## config.mk

```make
export PLATFORM = sky130hd
export DESIGN_NAME = uart_xcvr
export DESIGN_NICKNAME = d
export VERILOG_FILES = /design/src/rtl/uart_pkg.sv /design/src/rtl/uart_tick_gen.sv /design/src/rtl/uart_xcvr.sv
export SDC_FILE = /design/constraint.sdc
export NUM_CORES = 1
export LEC_CHECK = 0
export CORE_MARGIN = 2
export CORE_UTILIZATION = 57
export CTS_CLUSTER_SIZE = 30
export DETAILED_ROUTE_END_ITERATION = 7
export GPL_TIMING_DRIVEN = 1
export PLACE_DENSITY = 0.78
export SYNTH_ARGS = -nofsm -noshare
export SYNTH_HDL_FRONTEND = slang
export SYNTH_HIERARCHICAL = 1
export SYNTH_SLANG_ARGS = --single-unit
```

## constraint.sdc

```tcl
create_clock -name clk -period 3.1 [get_ports clk]
set_input_delay 0.62 -clock clk [delete_from_list [all_inputs] [get_ports clk]]
set_output_delay 0.62 -clock clk [all_outputs]
set_load 0.1 [all_outputs]
```

## src/rtl/uart_pkg.sv

```systemverilog
// uart_pkg: shared FSM state types, baud divider and frame-length helpers
package uart_pkg;
  typedef enum logic [2:0] {TX_IDLE, TX_WAIT, TX_START, TX_DATA, TX_PARITY, TX_STOP} tx_state_t;
  typedef enum logic [2:0] {RX_IDLE, RX_START, RX_DATA, RX_PARITY, RX_STOP} rx_state_t;
  function automatic int calc_div(input longint clk_freq, input longint baud, input longint os);
    longint den;
    longint d;
    den = baud * os;
    d = (clk_freq + den / 2) / den;
    return (d < 1) ? 1 : int'(d);
  endfunction
  function automatic int frame_len(input int data_bits, input int parity_en, input int stop_bits);
    return 1 + data_bits + parity_en + stop_bits;
  endfunction
  localparam int FRAME_LEN_8N1 = frame_len(8, 0, 1);
endpackage

```

## src/rtl/uart_tick_gen.sv

```systemverilog
// uart_tick_gen: free-running one-cycle oversample tick every DIV clocks
module uart_tick_gen
  import uart_pkg::*;
#(
  parameter int CLK_FREQ   = 100000000,
  parameter int BAUD       = 115200,
  parameter int OVERSAMPLE = 16
) (
  input  logic clk,
  input  logic rst_n,
  output logic tick
);
  localparam int DIV = calc_div(CLK_FREQ, BAUD, OVERSAMPLE);
  localparam int CW = DIV > 1 ? $clog2(DIV) : 1;
  localparam logic [CW-1:0] LAST = CW'(DIV - 1);
  logic [CW-1:0] cnt_q, cnt_d;
  assign tick = cnt_q == LAST;
  always_comb cnt_d = tick ? '0 : cnt_q + 1'b1;
  always_ff @(posedge clk or negedge rst_n)
    if (!rst_n) cnt_q <= '0;
    else cnt_q <= cnt_d;
endmodule

```

## src/rtl/uart_xcvr.sv

```systemverilog
// uart_xcvr: parametrised full-duplex UART with 16x-oversampled receiver and loopback
module uart_xcvr
  import uart_pkg::*;
#(
  parameter int CLK_FREQ   = 100000000,
  parameter int BAUD       = 115200,
  parameter int OVERSAMPLE = 16,
  parameter int DATA_BITS  = 8,
  parameter int PARITY_EN  = 0,
  parameter int PARITY_ODD = 0,
  parameter int STOP_BITS  = 1
) (
  input  logic                 clk,
  input  logic                 rst_n,
  input  logic [DATA_BITS-1:0] tx_data,
  input  logic                 tx_valid,
  output logic                 tx_ready,
  output logic                 txd,
  input  logic                 rxd,
  input  logic                 loopback,
  output logic [DATA_BITS-1:0] rx_data,
  output logic                 rx_valid,
  input  logic                 rx_ready,
  output logic                 rx_parity_err,
  output logic                 rx_frame_err,
  output logic                 rx_overrun
);
  localparam int CW = $clog2(OVERSAMPLE);
  localparam logic [CW-1:0] OS_LAST = CW'(OVERSAMPLE - 1);
  localparam logic [CW-1:0] OS_MID = CW'(OVERSAMPLE / 2 - 1);
  localparam logic [3:0] DB_LAST = 4'(DATA_BITS - 1);
  localparam logic [3:0] SB_LAST = 4'(STOP_BITS - 1);
  localparam logic ODD = PARITY_ODD != 0;
  logic tick;
  uart_tick_gen #(.CLK_FREQ(CLK_FREQ), .BAUD(BAUD), .OVERSAMPLE(OVERSAMPLE)) u_tick (
    .clk(clk), .rst_n(rst_n), .tick(tick)
  );
  tx_state_t tx_state_q, tx_state_d;
  logic [CW-1:0] tx_cnt_q, tx_cnt_d;
  logic [3:0] tx_bit_q, tx_bit_d;
  logic [DATA_BITS-1:0] tx_sh_q, tx_sh_d;
  logic tx_par_q, tx_par_d, txd_q, txd_d, tx_end;
  always_comb begin
    tx_state_d = tx_state_q;
    tx_cnt_d = tx_cnt_q;
    tx_bit_d = tx_bit_q;
    tx_sh_d = tx_sh_q;
    tx_par_d = tx_par_q;
    tx_end = tick && tx_cnt_q == OS_LAST;
    if (tick && tx_state_q != TX_IDLE && tx_state_q != TX_WAIT) tx_cnt_d = tx_end ? '0 : tx_cnt_q + 1'b1;
    case (tx_state_q)
      TX_IDLE: if (tx_valid) begin
        tx_state_d = TX_WAIT;
        tx_sh_d = tx_data;
        tx_par_d = ^tx_data ^ ODD;
      end
      TX_WAIT: if (tick) begin
        tx_state_d = TX_START;
        tx_cnt_d = '0;
      end
      TX_START: if (tx_end) begin
        tx_state_d = TX_DATA;
        tx_bit_d = '0;
      end
      TX_DATA: if (tx_end) begin
        tx_sh_d = tx_sh_q >> 1;
        tx_bit_d = tx_bit_q == DB_LAST ? '0 : tx_bit_q + 1'b1;
        if (tx_bit_q == DB_LAST) tx_state_d = PARITY_EN != 0 ? TX_PARITY : TX_STOP;
      end
      TX_PARITY: if (tx_end) tx_state_d = TX_STOP;
      TX_STOP: if (tx_end) begin
        tx_bit_d = tx_bit_q + 1'b1;
        if (tx_bit_q == SB_LAST) tx_state_d = TX_IDLE;
      end
      default: tx_state_d = TX_IDLE;
    endcase
    // txd is registered from the next state so the pin changes on the same edge as the FSM
    txd_d = tx_state_d == TX_START ? 1'b0 : tx_state_d == TX_DATA ? tx_sh_d[0] :
            tx_state_d == TX_PARITY ? tx_par_q : 1'b1;
  end
  assign tx_ready = tx_state_q == TX_IDLE;
  assign txd = txd_q;
  rx_state_t rx_state_q, rx_state_d;
  logic [CW-1:0] rx_cnt_q, rx_cnt_d;
  logic [3:0] rx_bit_q, rx_bit_d;
  logic [DATA_BITS-1:0] rx_sh_q, rx_sh_d, rx_data_q, rx_data_d;
  logic [2:0] sync_q, sync_d;
  logic lb_q, lb_d, rx_perr_q, rx_perr_d, rx_valid_q, rx_valid_d;
  logic rx_parity_err_q, rx_parity_err_d, rx_frame_err_q, rx_frame_err_d, rx_overrun_q, rx_overrun_d;
  logic rx_s, rx_samp, rx_done;
  assign rx_s = sync_q[1];
  always_comb begin
    lb_d = rx_state_q == RX_IDLE ? loopback : lb_q;
    sync_d = {sync_q[1:0], lb_q ? txd_q : rxd};
    rx_state_d = rx_state_q;
    rx_cnt_d = rx_cnt_q;
    rx_bit_d = rx_bit_q;
    rx_sh_d = rx_sh_q;
    rx_perr_d = rx_perr_q;
    rx_data_d = rx_data_q;
    rx_valid_d = rx_valid_q & ~rx_ready;
    rx_parity_err_d = rx_parity_err_q;
    rx_frame_err_d = rx_frame_err_q;
    rx_overrun_d = rx_overrun_q;
    rx_done = 1'b0;
    rx_samp = tick && rx_cnt_q == (rx_state_q == RX_START ? OS_MID : OS_LAST);
    if (tick && rx_state_q != RX_IDLE) rx_cnt_d = rx_samp ? '0 : rx_cnt_q + 1'b1;
    case (rx_state_q)
      // a falling edge needs a high history bit, so a held-low break line never re-arms
      RX_IDLE: if (sync_q[2] && !rx_s) begin
        rx_state_d = RX_START;
        rx_cnt_d = '0;
      end
      RX_START: if (rx_samp) begin
        rx_state_d = rx_s ? RX_IDLE : RX_DATA;
        rx_bit_d = '0;
        rx_perr_d = 1'b0;
      end
      RX_DATA: if (rx_samp) begin
        rx_sh_d = {rx_s, rx_sh_q[DATA_BITS-1:1]};
        rx_bit_d = rx_bit_q + 1'b1;
        if (rx_bit_q == DB_LAST) rx_state_d = PARITY_EN != 0 ? RX_PARITY : RX_STOP;
      end
      RX_PARITY: if (rx_samp) begin
        rx_perr_d = rx_s ^ (^rx_sh_q) ^ ODD;
        rx_state_d = RX_STOP;
      end
      RX_STOP: if (rx_samp) begin
        rx_state_d = RX_IDLE;
        rx_done = 1'b1;
      end
      default: rx_state_d = RX_IDLE;
    endcase
    if (rx_done && (!rx_valid_q || rx_ready)) begin
      rx_data_d = rx_sh_q;
      rx_parity_err_d = rx_perr_q;
      rx_frame_err_d = ~rx_s;
      rx_overrun_d = 1'b0;
      rx_valid_d = 1'b1;
    end else if (rx_done) rx_overrun_d = 1'b1;
  end
  assign rx_data = rx_data_q;
  assign rx_valid = rx_valid_q;
  assign rx_parity_err = rx_parity_err_q;
  assign rx_frame_err = rx_frame_err_q;
  assign rx_overrun = rx_overrun_q;
  always_ff @(posedge clk or negedge rst_n)
    if (!rst_n) begin
      tx_state_q <= TX_IDLE;
      tx_cnt_q <= '0;
      tx_bit_q <= '0;
      tx_sh_q <= '0;
      tx_par_q <= 1'b0;
      txd_q <= 1'b1;
      lb_q <= 1'b0;
      sync_q <= '1;
      rx_state_q <= RX_IDLE;
      rx_cnt_q <= '0;
      rx_bit_q <= '0;
      rx_sh_q <= '0;
      rx_perr_q <= 1'b0;
      rx_data_q <= '0;
      rx_valid_q <= 1'b0;
      rx_parity_err_q <= 1'b0;
      rx_frame_err_q <= 1'b0;
      rx_overrun_q <= 1'b0;
    end else begin
      tx_state_q <= tx_state_d;
      tx_cnt_q <= tx_cnt_d;
      tx_bit_q <= tx_bit_d;
      tx_sh_q <= tx_sh_d;
      tx_par_q <= tx_par_d;
      txd_q <= txd_d;
      lb_q <= lb_d;
      sync_q <= sync_d;
      rx_state_q <= rx_state_d;
      rx_cnt_q <= rx_cnt_d;
      rx_bit_q <= rx_bit_d;
      rx_sh_q <= rx_sh_d;
      rx_perr_q <= rx_perr_d;
      rx_data_q <= rx_data_d;
      rx_valid_q <= rx_valid_d;
      rx_parity_err_q <= rx_parity_err_d;
      rx_frame_err_q <= rx_frame_err_d;
      rx_overrun_q <= rx_overrun_d;
    end
endmodule

```

==> results of run 1 <==
[placed cells by master, fill, tap and decap left out, drive strengths merged, types with 2 or more instances in the layout]
| cell type | instances |
|---|---|
| nand2b | 5 |
| a41o | 2 |
| dfrtp | 59 |
| mux2 | 19 |
| clkbuf | 10 |
| nand2 | 35 |
| a22o | 3 |
| dfstp | 4 |
| buf | 20 |
| nor3 | 2 |
| ha | 7 |
| nand4 | 4 |
| nand3 | 10 |
| o2bb2ai | 2 |
| a21oi | 5 |
| or2 | 2 |
| nor2 | 22 |
| xor2 | 5 |
| or3b | 2 |
| or4 | 2 |
| a31oi | 2 |
| a311oi | 2 |
| inv | 9 |
| clkinvlp | 2 |
| xnor2 | 16 |
| o21ai | 18 |
| clkdlybuf4s50 | 12 |
| bufinv | 2 |
| a22oi | 6 |
| and2 | 2 |
| clkinv | 2 |
| nor2b | 4 |
| mux2i | 4 |
[worst paths after layout]
path                                 startpoint  depth (start not counted)  slack, ns                         end
worst max-delay path            u_tick/cnt_q[1]                         10       0.76                         txd
worst min-delay path                      rst_n                          1       0.25  asynchronous set/reset pin
worst max register to register  u_tick/cnt_q[1]                         10       0.76                         txd
worst min register to register        sync_q[0]                          0       0.36                   sync_q[1]
max in group asynchronous                 rst_n                          2       2.11                   sync_q[0]
min in group clk                      sync_q[0]                          0       0.36                   sync_q[1]
[area by class of cell]
cell class | instances | area, µm²
clock buffer | 10 | 128
clock inverter | 6 | 85.1
fill | 414 | 1550
inverter | 9 | 33.8
multi-input combinational | 200 | 1370
sequential | 63 | 1580
tap | 70 | 87.6
timing repair buffer | 32 | 268
[flip-flops by register name, summed over array words and instances, names as in the netlist, 3 cells and up, named ones only]
signal	count
tx_state_q	3
rx_data	8
tx_bit_q	4
sync_q	3
rx_bit_q	4
rx_sh_q	8
tx_sh_q	8
u_tick/cnt_q	6
rx_state_q	3
rx_cnt_q	4
[logic make-up after synthesis]
kind of cell	Yosys count	share of synthesized area, %
flip-flops	63	52.4
adder cells (fa/ha/maj)	7	2.90
AND/OR/NAND/NOR	100	16.8
AO/OA/AOI/OAI	49	10.8
multiplexers	23	8.83
XOR/XNOR	21	6.10
buffers and inverters	15	2.07
[power breakdown]
group          leakage [nW]  switching (mW)  internal (mW)  total, mW
Combinational         0.694          0.0636         0.0688      0.132
Clock                 0.102           0.317          0.450      0.767
Sequential            0.835          0.0225          0.853      0.875
Total                  1.63           0.403           1.37       1.77
[stage by stage]
step           cells  power, mW
2_1_floorplan    278      0.970
3_3_place_gp     374       1.02
3_5_place_dp     374       1.02
4_1_cts          390       1.79
5_1_grt          390       1.85
6_report         390       1.77
[per-layer routing]
layer / global-route usage [%] / share of wire [%] / vias to the layer above
li1: - / - / 1060
met1: 26.8 / 49 / 1014
met2: 31.4 / 46 / 36
met3: 5.41 / 3.9 / 5
met4: 7.09 / 0.74 / 0
met5: 0 / 0 / -
[critical path: stages, from the launching register on]
cell,delay [ns]
dfrtp_1,0.41
inv_1,0.06
ha_1,0.15
nand2_1,0.05
nor3_1,0.20
buf_4,0.26
nand4_1,0.22
nor2_2,0.36
nor2_1,0.19
a21o_1,0.23
o2bb2ai_1,0.13
==> flow_summary.yaml, run 1 <==
cts:
  cts_tree: "done"
  insertion_delay_ns: 0.34
  cts_resized: 0
  cts_root_buf: "clkbuf_8"
  cts_hold_buf: 0
  cts.clk_slew.worst_paths_ns: 0.07
  cts.sinks: 63
  clockBufferDepth: 2
  htreeDepth: 3
  numCtsBuffers: 9
  cts_setup_buffers: 0
sta:
  fin_ws_ns: 0.763
  rsz0062_at_grt: "false"
  setup_viol: 0
  period_minus_slack_ns: 2.34
  hold_viol_final: 0
  fmax_mhz: 428
  min_period_over_period_pct: 75.4
  report.final.slew_viol_count: 0
  skew_ns: 0.00917
  hold-worst-slack_ns: 0.254
  max_slew.worst_pin.slew_ns: 0.566
  tns_ns: 0
  slew-limit-headroom_pct: 62.0
hold_path:
  min_path_type: "in -> async"
final_layout:
  design_area_mm2: 0.00356
  diodes: 0
  drive_gt1_share_pct: 20.6
  post-route-util_pct: 69.6
  syn_to_final_growth_pct: 17.9
  layout.nets: 336
yosys:
  yosysSeqAreaShare_pct: 52.4
  synthFlopType: "dfrtp_1"
  synth_common_cells: "dfrtp_1 (59), nand2_1 (35), nor2_1 (21), mux2_2 (19), o21ai_0 (18)"
  syn-num-nets: 299
  yosysWarnings: 6
  synth.area.top_cells: "dfrtp_1 (49%), mux2_2 (7.1%), xnor2_1 (4.6%)"
  synth_edf_count: 0
  ys_seq_elements: 63
  synth.avg_cell_area_um2: 10.9
  synthCells: 278
  synth_top_area_cell: "dfrtp_1"
  ys_types: 52
  netlist_area_mm2: 0.00302
  synth_most_common_cell: "dfrtp_1"
  yosys.area.top_type_share_pct: 48.9
  async_flop_share_pct: 100
global_routing:
  antenna_found_initial: 0
  grt_pass1_wl_um: 9370
  grt_util_all_layers_pct: 20.0
  grt_pass1_vias: 2091
  grt.overflow.total: 0
  grt_start_max_net_pins: 23
power:
  ir_worst_vdd_uv: 339
  power.density_cell_area_mw_per_mm2: 499
  cellLeakagePower_nw: 1.63
critical_path:
  path_max_fanout: 17
  worstSetupPathType: "reg -> reg"
  startpoint_type: "flip-flop"
  critPathArrivalTime_ns: 2.60
  required_ns: 3.36
  end_kind: "flip-flop"
floorplanning:
  core_area_mm2: 0.00511
  start_util_pct: 59.1
  dieArea_mm2: 0.00589
  die_y_um: 76.8
  fp-row-count: 26
  io_pins: 28
  die_x_um: 76.8
placement:
  gp_congestion: 0.829
  port_buffers: 27
  placed_area_mm2: 0.00334
  dp_hpwl_um: 3680
  dp_slack_ns: 0.784
flow_run:
  max-cap-violations: 0
detailed_routing:
  totalWireLength_um: 5300
  viasPerCell: 5.42
  first_pass_iters: 4
  drc: 0
  wire_per_inst_um: 13.6
  vias: 2115
  detail-route-antenna-nets: 0
  drt_iter0_markers: 176
status:
  status: "complete, no violations"
No activity file was read; power rests on OpenSTA's default activity.
==> run 2, diff against run 1 <==
==> constraint.sdc (replaced) <==
create_clock -name clk -period 2.4 [get_ports clk]
set_input_delay 0.48 -clock clk [delete_from_list [all_inputs] [get_ports clk]]
set_output_delay 0.48 -clock clk [all_outputs]
set_load 0.1 [all_outputs]
==> run 2 against run 1 <==
Net effect:
- first-iteration DRC count grew 15%
- power rose by 31%
- fmax rose by 7.9%
- cell count increased by 0.77%
- register-to-register slack worse by 0.53 ns
- global-route usage rose by 1.9 points
- final area increased by 1.6%
- die area unchanged
- critical path depth is the same
- clock power increased by 34%
- flip-flop and latch count did not move
- clock-buffer cell count did not move
- critical endpoint unchanged
==> flow_summary.yaml, run 2 (same netlist as run 1, synthesis figures left out) <==
global_routing:
  antenna_found_initial: 0
  grt_pass1_wl_um: 10200
  grt_start_max_net_pins: 28
  grt_util_all_layers_pct: 21.9
  grt_pass1_vias: 2148
  grt.overflow.total: 0
floorplanning:
  dieArea_mm2: 0.00589
  die_x_um: 76.8
  core_area_mm2: 0.00511
  fp-row-count: 26
  start_util_pct: 59.1
  io_pins: 28
  die_y_um: 76.8
critical_path:
  crit_family: "simple AND/OR/NAND/NOR gates"
  crit_chain: "inv_1, ha_1, nand2_1, nor3_2, buf_4, and4_2, mux2i_1, o221ai_1, nor3b_2, o2bb2ai_1"
  path_buf_inv: 2
  end_kind: "flip-flop"
  slowest_delay_ns: 0.41
  startpoint_type: "flip-flop"
  required_ns: 2.65
  path_max_fanout: 18
  critPathArrivalTime_ns: 2.42
  reg2reg_from: "u_tick/cnt_q[1]"
  slowest_stage: "dfrtp_1"
  critPathLaunch: "u_tick/cnt_q[1]"
  worstSetupPathType: "reg -> reg"
final_layout:
  design_area_mm2: 0.00361
  drive_gt1_share_pct: 22.9
  final_cell_mix: "dfrtp_1 (59), nand2_1 (35), buf_4 (21)"
  diodes: 0
  final_common_cell: "dfrtp_1"
  syn_to_final_growth_pct: 19.8
  fin_cells: 393
  layout.nets: 339
cts:
  clockBufferDepth: 2
  cts_hold_buf: 0
  cts_tree: "done"
  numCtsBuffers: 9
  cts_root_buf: "clkbuf_8"
  cts.clk_slew.worst_paths_ns: 0.07
  insertion_delay_ns: 0.33
  htreeDepth: 3
  cts.sinks: 63
detailed_routing:
  wire_per_inst_um: 14.4
  route.met2.wl_um: 2700
  wl_met3_um: 187
  drt_iter0_markers: 202
  viasPerCell: 5.59
  vias: 2196
  m1WireLength_um: 2680
  totalWireLength_um: 5680
  top_layer_used: "met4"
  first_pass_iters: 4
  drc: 0
  detail-route-antenna-nets: 0
sta:
  min_period_over_period_pct: 90.3
  report.final.slew_viol_count: 0
  tns_ns: 0
  hold_viol_final: 0
  max_slew.worst_pin.slew_ns: 0.524
  fmax_mhz: 462
  setup_viol: 0
  period_minus_slack_ns: 2.17
  rsz0062_at_grt: "false"
  skew_ns: 0.00836
  fin_ws_ns: 0.233
  slew-limit-headroom_pct: 64.8
placement:
  port_buffers: 27
  gp_congestion: 0.837
  dp.cells: 377
  dp_hpwl_um: 3920
  dp_slack_ns: 0.284
  placed_area_mm2: 0.00339
power:
  ir_worst_vdd_uv: 401
  power.density_cell_area_mw_per_mm2: 645
  cellLeakagePower_nw: 1.66
flow_run:
  max-cap-violations: 0
hold_path:
  min_path_type: "in -> async"
status:
  status: "complete, no violations"
[run 2: power by group]
group          internal [mW]  total (mW)  switching, mW
logic                 0.0888       0.170         0.0815
registers               1.10        1.13         0.0310
clock network          0.609        1.03          0.418
total                   1.80        2.33          0.530
[run 2: timing repair]
action	4_1_cts	5_1_grt
endpoints found under the setup margin	0	1
setup buffers	0	0
resized for setup	0	2
endpoints found under the hold margin	0	0
[run 2: per-stage QoR]
| stage | power (mW) | hold WS [ns] | util (%) |
|---|---|---|---|
| after global placement | 1.32 | 0.351 | 66.3 |
| after global routing | 2.42 | 0.152 | 70.7 |
| after floorplan | 1.25 | 0.184 | - |
| after CTS | 2.35 | 0.114 | 70.6 |
| final | 2.33 | 0.108 | 70.7 |
| after detailed placement | 1.32 | 0.347 | 66.3 |
[run 2: area by class of cell]
| type | count | area [µm²] |
|---|---|---|
| clock buffer | 10 | 138 |
| clock inverter | 6 | 83.8 |
| fill | 390 | 1490 |
| inverter | 9 | 33.8 |
| multi-input combinational | 200 | 1390 |
| sequential | 63 | 1580 |
| tap | 70 | 87.6 |
| timing repair buffer | 35 | 303 |
[run 2: worst paths after layout]
path | end | slack [ns] | cells after the start
worst max-delay path | txd | 0.23 | 10
worst min-delay path | u_tick/cnt_q[4] | 0.11 | 1
worst max register to register | txd | 0.23 | 10
worst min register to register | sync_q[1] | 0.36 | 0
max in group asynchronous | rx_sh_q[3] | 1.56 | 2
min in group clk | sync_q[1] | 0.36 | 0
[run 2: worst register-to-register path, stage by stage, from the launching register on]
cell and delay, ns:
dfrtp_1 0.41, inv_1 0.07, ha_1 0.15, nand2_1 0.06
nor3_2 0.10, buf_4 0.23, and4_2 0.31, mux2i_1 0.21
o221ai_1 0.22, nor3b_2 0.23, o2bb2ai_1 0.10
[run 2: per-layer routing]
| layer | vias to the layer above | GRT usage (%) |
|---|---|---|
| met2 | 44 | 33.4 |
| li1 | 1068 | - |
| met3 | 12 | 4.12 |
| met5 | - | 0 |
| met1 | 1072 | 30.4 |
| met4 | 0 | 10.0 |
==> run 3, diff against run 2 <==
--- a/config.mk
+++ b/config.mk
@@ -11,6 +11,7 @@
 export DETAILED_ROUTE_END_ITERATION = 7
 export GPL_TIMING_DRIVEN = 1
 export PLACE_DENSITY = 0.78
+export REMOVE_ABC_BUFFERS = 1
 export SYNTH_ARGS = -nofsm -noshare
 export SYNTH_HDL_FRONTEND = slang
 export SYNTH_HIERARCHICAL = 1
==> run 3 against run 2 <==
Net effect:
- worst hold slack improved by 0.031 ns
- clock-buffer cell count up 2
- fmax hardly changed
- critical path type unchanged
- register-to-register slack hardly changed
- final area decreased by 0.24%
- global-route usage down 0.48 points
- non-clock buffer count is 1 lower
- routed wire length fell by 1.9%
- critical path depth is 1 lower
==> flow_summary.yaml, run 3 (same netlist as run 1, synthesis figures left out) <==
sta:
  period_minus_slack_ns: 2.17
  report.final.slew_viol_count: 0
  tns_ns: 0
  hold_viol_final: 0
  max_slew.worst_pin.slew_ns: 0.579
  rsz0062_at_grt: "false"
  skew_ns: 0.00642
  fmax_mhz: 461
  slew-limit-headroom_pct: 61.1
  setup_viol: 0
  min_period_over_period_pct: 90.3
detailed_routing:
  drt_iter0_markers: 146
  totalWireLength_um: 5570
  wire_per_inst_um: 14.2
  first_pass_iters: 5
  viasPerCell: 5.62
  drc: 0
  detail-route-antenna-nets: 0
  vias: 2204
critical_path:
  startpoint_type: "flip-flop"
  r2r_cells: 9
  end_kind: "flip-flop"
  crit_end: "rx_sh_q[5]"
  rrSetupSlack_ns: 0.23
  path_max_fanout: 18
  reg2reg_from: "u_tick/cnt_q[1]"
  critPathLaunch: "u_tick/cnt_q[1]"
  rr_endpoint: "rx_sh_q[5]"
  critPathArrivalTime_ns: 2.38
  worstSetupPathType: "reg -> reg"
  required_ns: 2.62
final_layout:
  layout.nets: 338
  fillCellCount: 395
  syn_to_final_growth_pct: 19.5
  final_cell_mix: "dfrtp_1 (59), nand2_1 (35), nor2_1 (21)"
  drive_gt1_share_pct: 21.1
  final_common_cell: "dfrtp_1"
  fin_cells: 392
  diodes: 0
floorplanning:
  io_pins: 28
  fp-row-count: 26
  start_util_pct: 59.1
  die_x_um: 76.8
  dieArea_mm2: 0.00589
  die_y_um: 76.8
  core_area_mm2: 0.00511
global_routing:
  grt_pass1_wl_um: 10100
  grt_util_all_layers_pct: 21.4
  grt.overflow.total: 0
  grt_start_max_net_pins: 64
  grt_pass1_vias: 2211
  antenna_found_initial: 0
hold_path:
  min_path_type: "in -> async"
status:
  status: "complete, no violations"
cts:
  cts.sinks: 63
  numCtsBuffers: 9
  insertion_delay_ns: 0.33
  htreeDepth: 3
  cts_tree: "done"
  cts_hold_buf: 0
  clockBufferDepth: 2
  cts.clk_slew.worst_paths_ns: 0.07
  cts_root_buf: "clkbuf_8"
power:
  power.density_cell_area_mw_per_mm2: 640
  cellLeakagePower_nw: 1.66
  ir_worst_vdd_uv: 398
placement:
  gp_congestion: 0.814
  port_buffers: 27
  dp.cells: 376
  dp_hpwl_um: 3890
flow_run:
  max-cap-violations: 0
==> run 3: how the worst min path moves through the flow <==
stage          startpoint                         end
2_1_floorplan       rst_n  asynchronous set/reset pin
3_3_place_gp    sync_q[0]                   sync_q[1]
3_5_place_dp    sync_q[0]                   sync_q[1]
4_1_cts             rst_n             u_tick/cnt_q[3]
5_1_grt             rst_n             u_tick/cnt_q[2]
6_report            rst_n             u_tick/cnt_q[3]
==> run 3: cell type report <==
type	count	area [µm²]	share of cell area, %
Sequential cell	63	1580	43.9
Tap cell	70	87.6	2.43
Clock buffer	12	145	4.03
Multi-Input combinational cell	200	1380	38.3
Clock inverter	4	70.1	1.94
Inverter	9	33.8	0.937
Timing Repair Buffer	34	308	8.54
==> run 3: repair_timing <==
item	in CTS	in global routing
setup endpoints to repair	0	2
buffers inserted	0	0
resized for setup	0	2
==> run 3: worst max-delay path: stages (launching register included) <==
cell and delay, ns:
dfrtp_1 0.41, inv_1 0.06, ha_1 0.15, nand2_1 0.05, nor3_1 0.13, buf_4 0.25, nand4_1 0.15, nor4b_2 0.24
buf_4 0.25, mux2_2 0.36
==> run 3: stage by stage <==
| step | area (µm²) | setup slack (ns) | hold WS, ns | total power [mW] | util [%] |
|---|---|---|---|---|---|
| floorplan | 2990 | -0.981 | 0.184 | 1.25 | - |
| global route | 3600 | 0.0138 | 0.166 | 2.40 | 70.6 |
| detailed placement | 3380 | 0.209 | 0.351 | 1.32 | 66.2 |
| global placement | 3380 | 0.304 | 0.348 | 1.32 | 66.2 |
| CTS | 3600 | 0.192 | 0.152 | 2.33 | 70.5 |
| finish | 3600 | 0.233 | 0.138 | 2.31 | 70.6 |
==> run 3: power by group <==
part / total (mW) / internal [mW] / switching, mW
combinational: 0.174 / 0.0904 / 0.0838
clock: 1.00 / 0.611 / 0.394
sequential: 1.13 / 1.10 / 0.0280
==> run 3: routing by layer <==
metal | share of wire (%) | global-route usage, % | up-vias | wire (µm)
li1 | - | - | 1062 | -
met1 | 45 | 26.2 | 1088 | 2490
met2 | 50 | 35.5 | 46 | 2770
met3 | 4.6 | 7.18 | 8 | 254
met4 | 0.95 | 7.09 | 0 | 53
met5 | 0 | 0 | - | 0
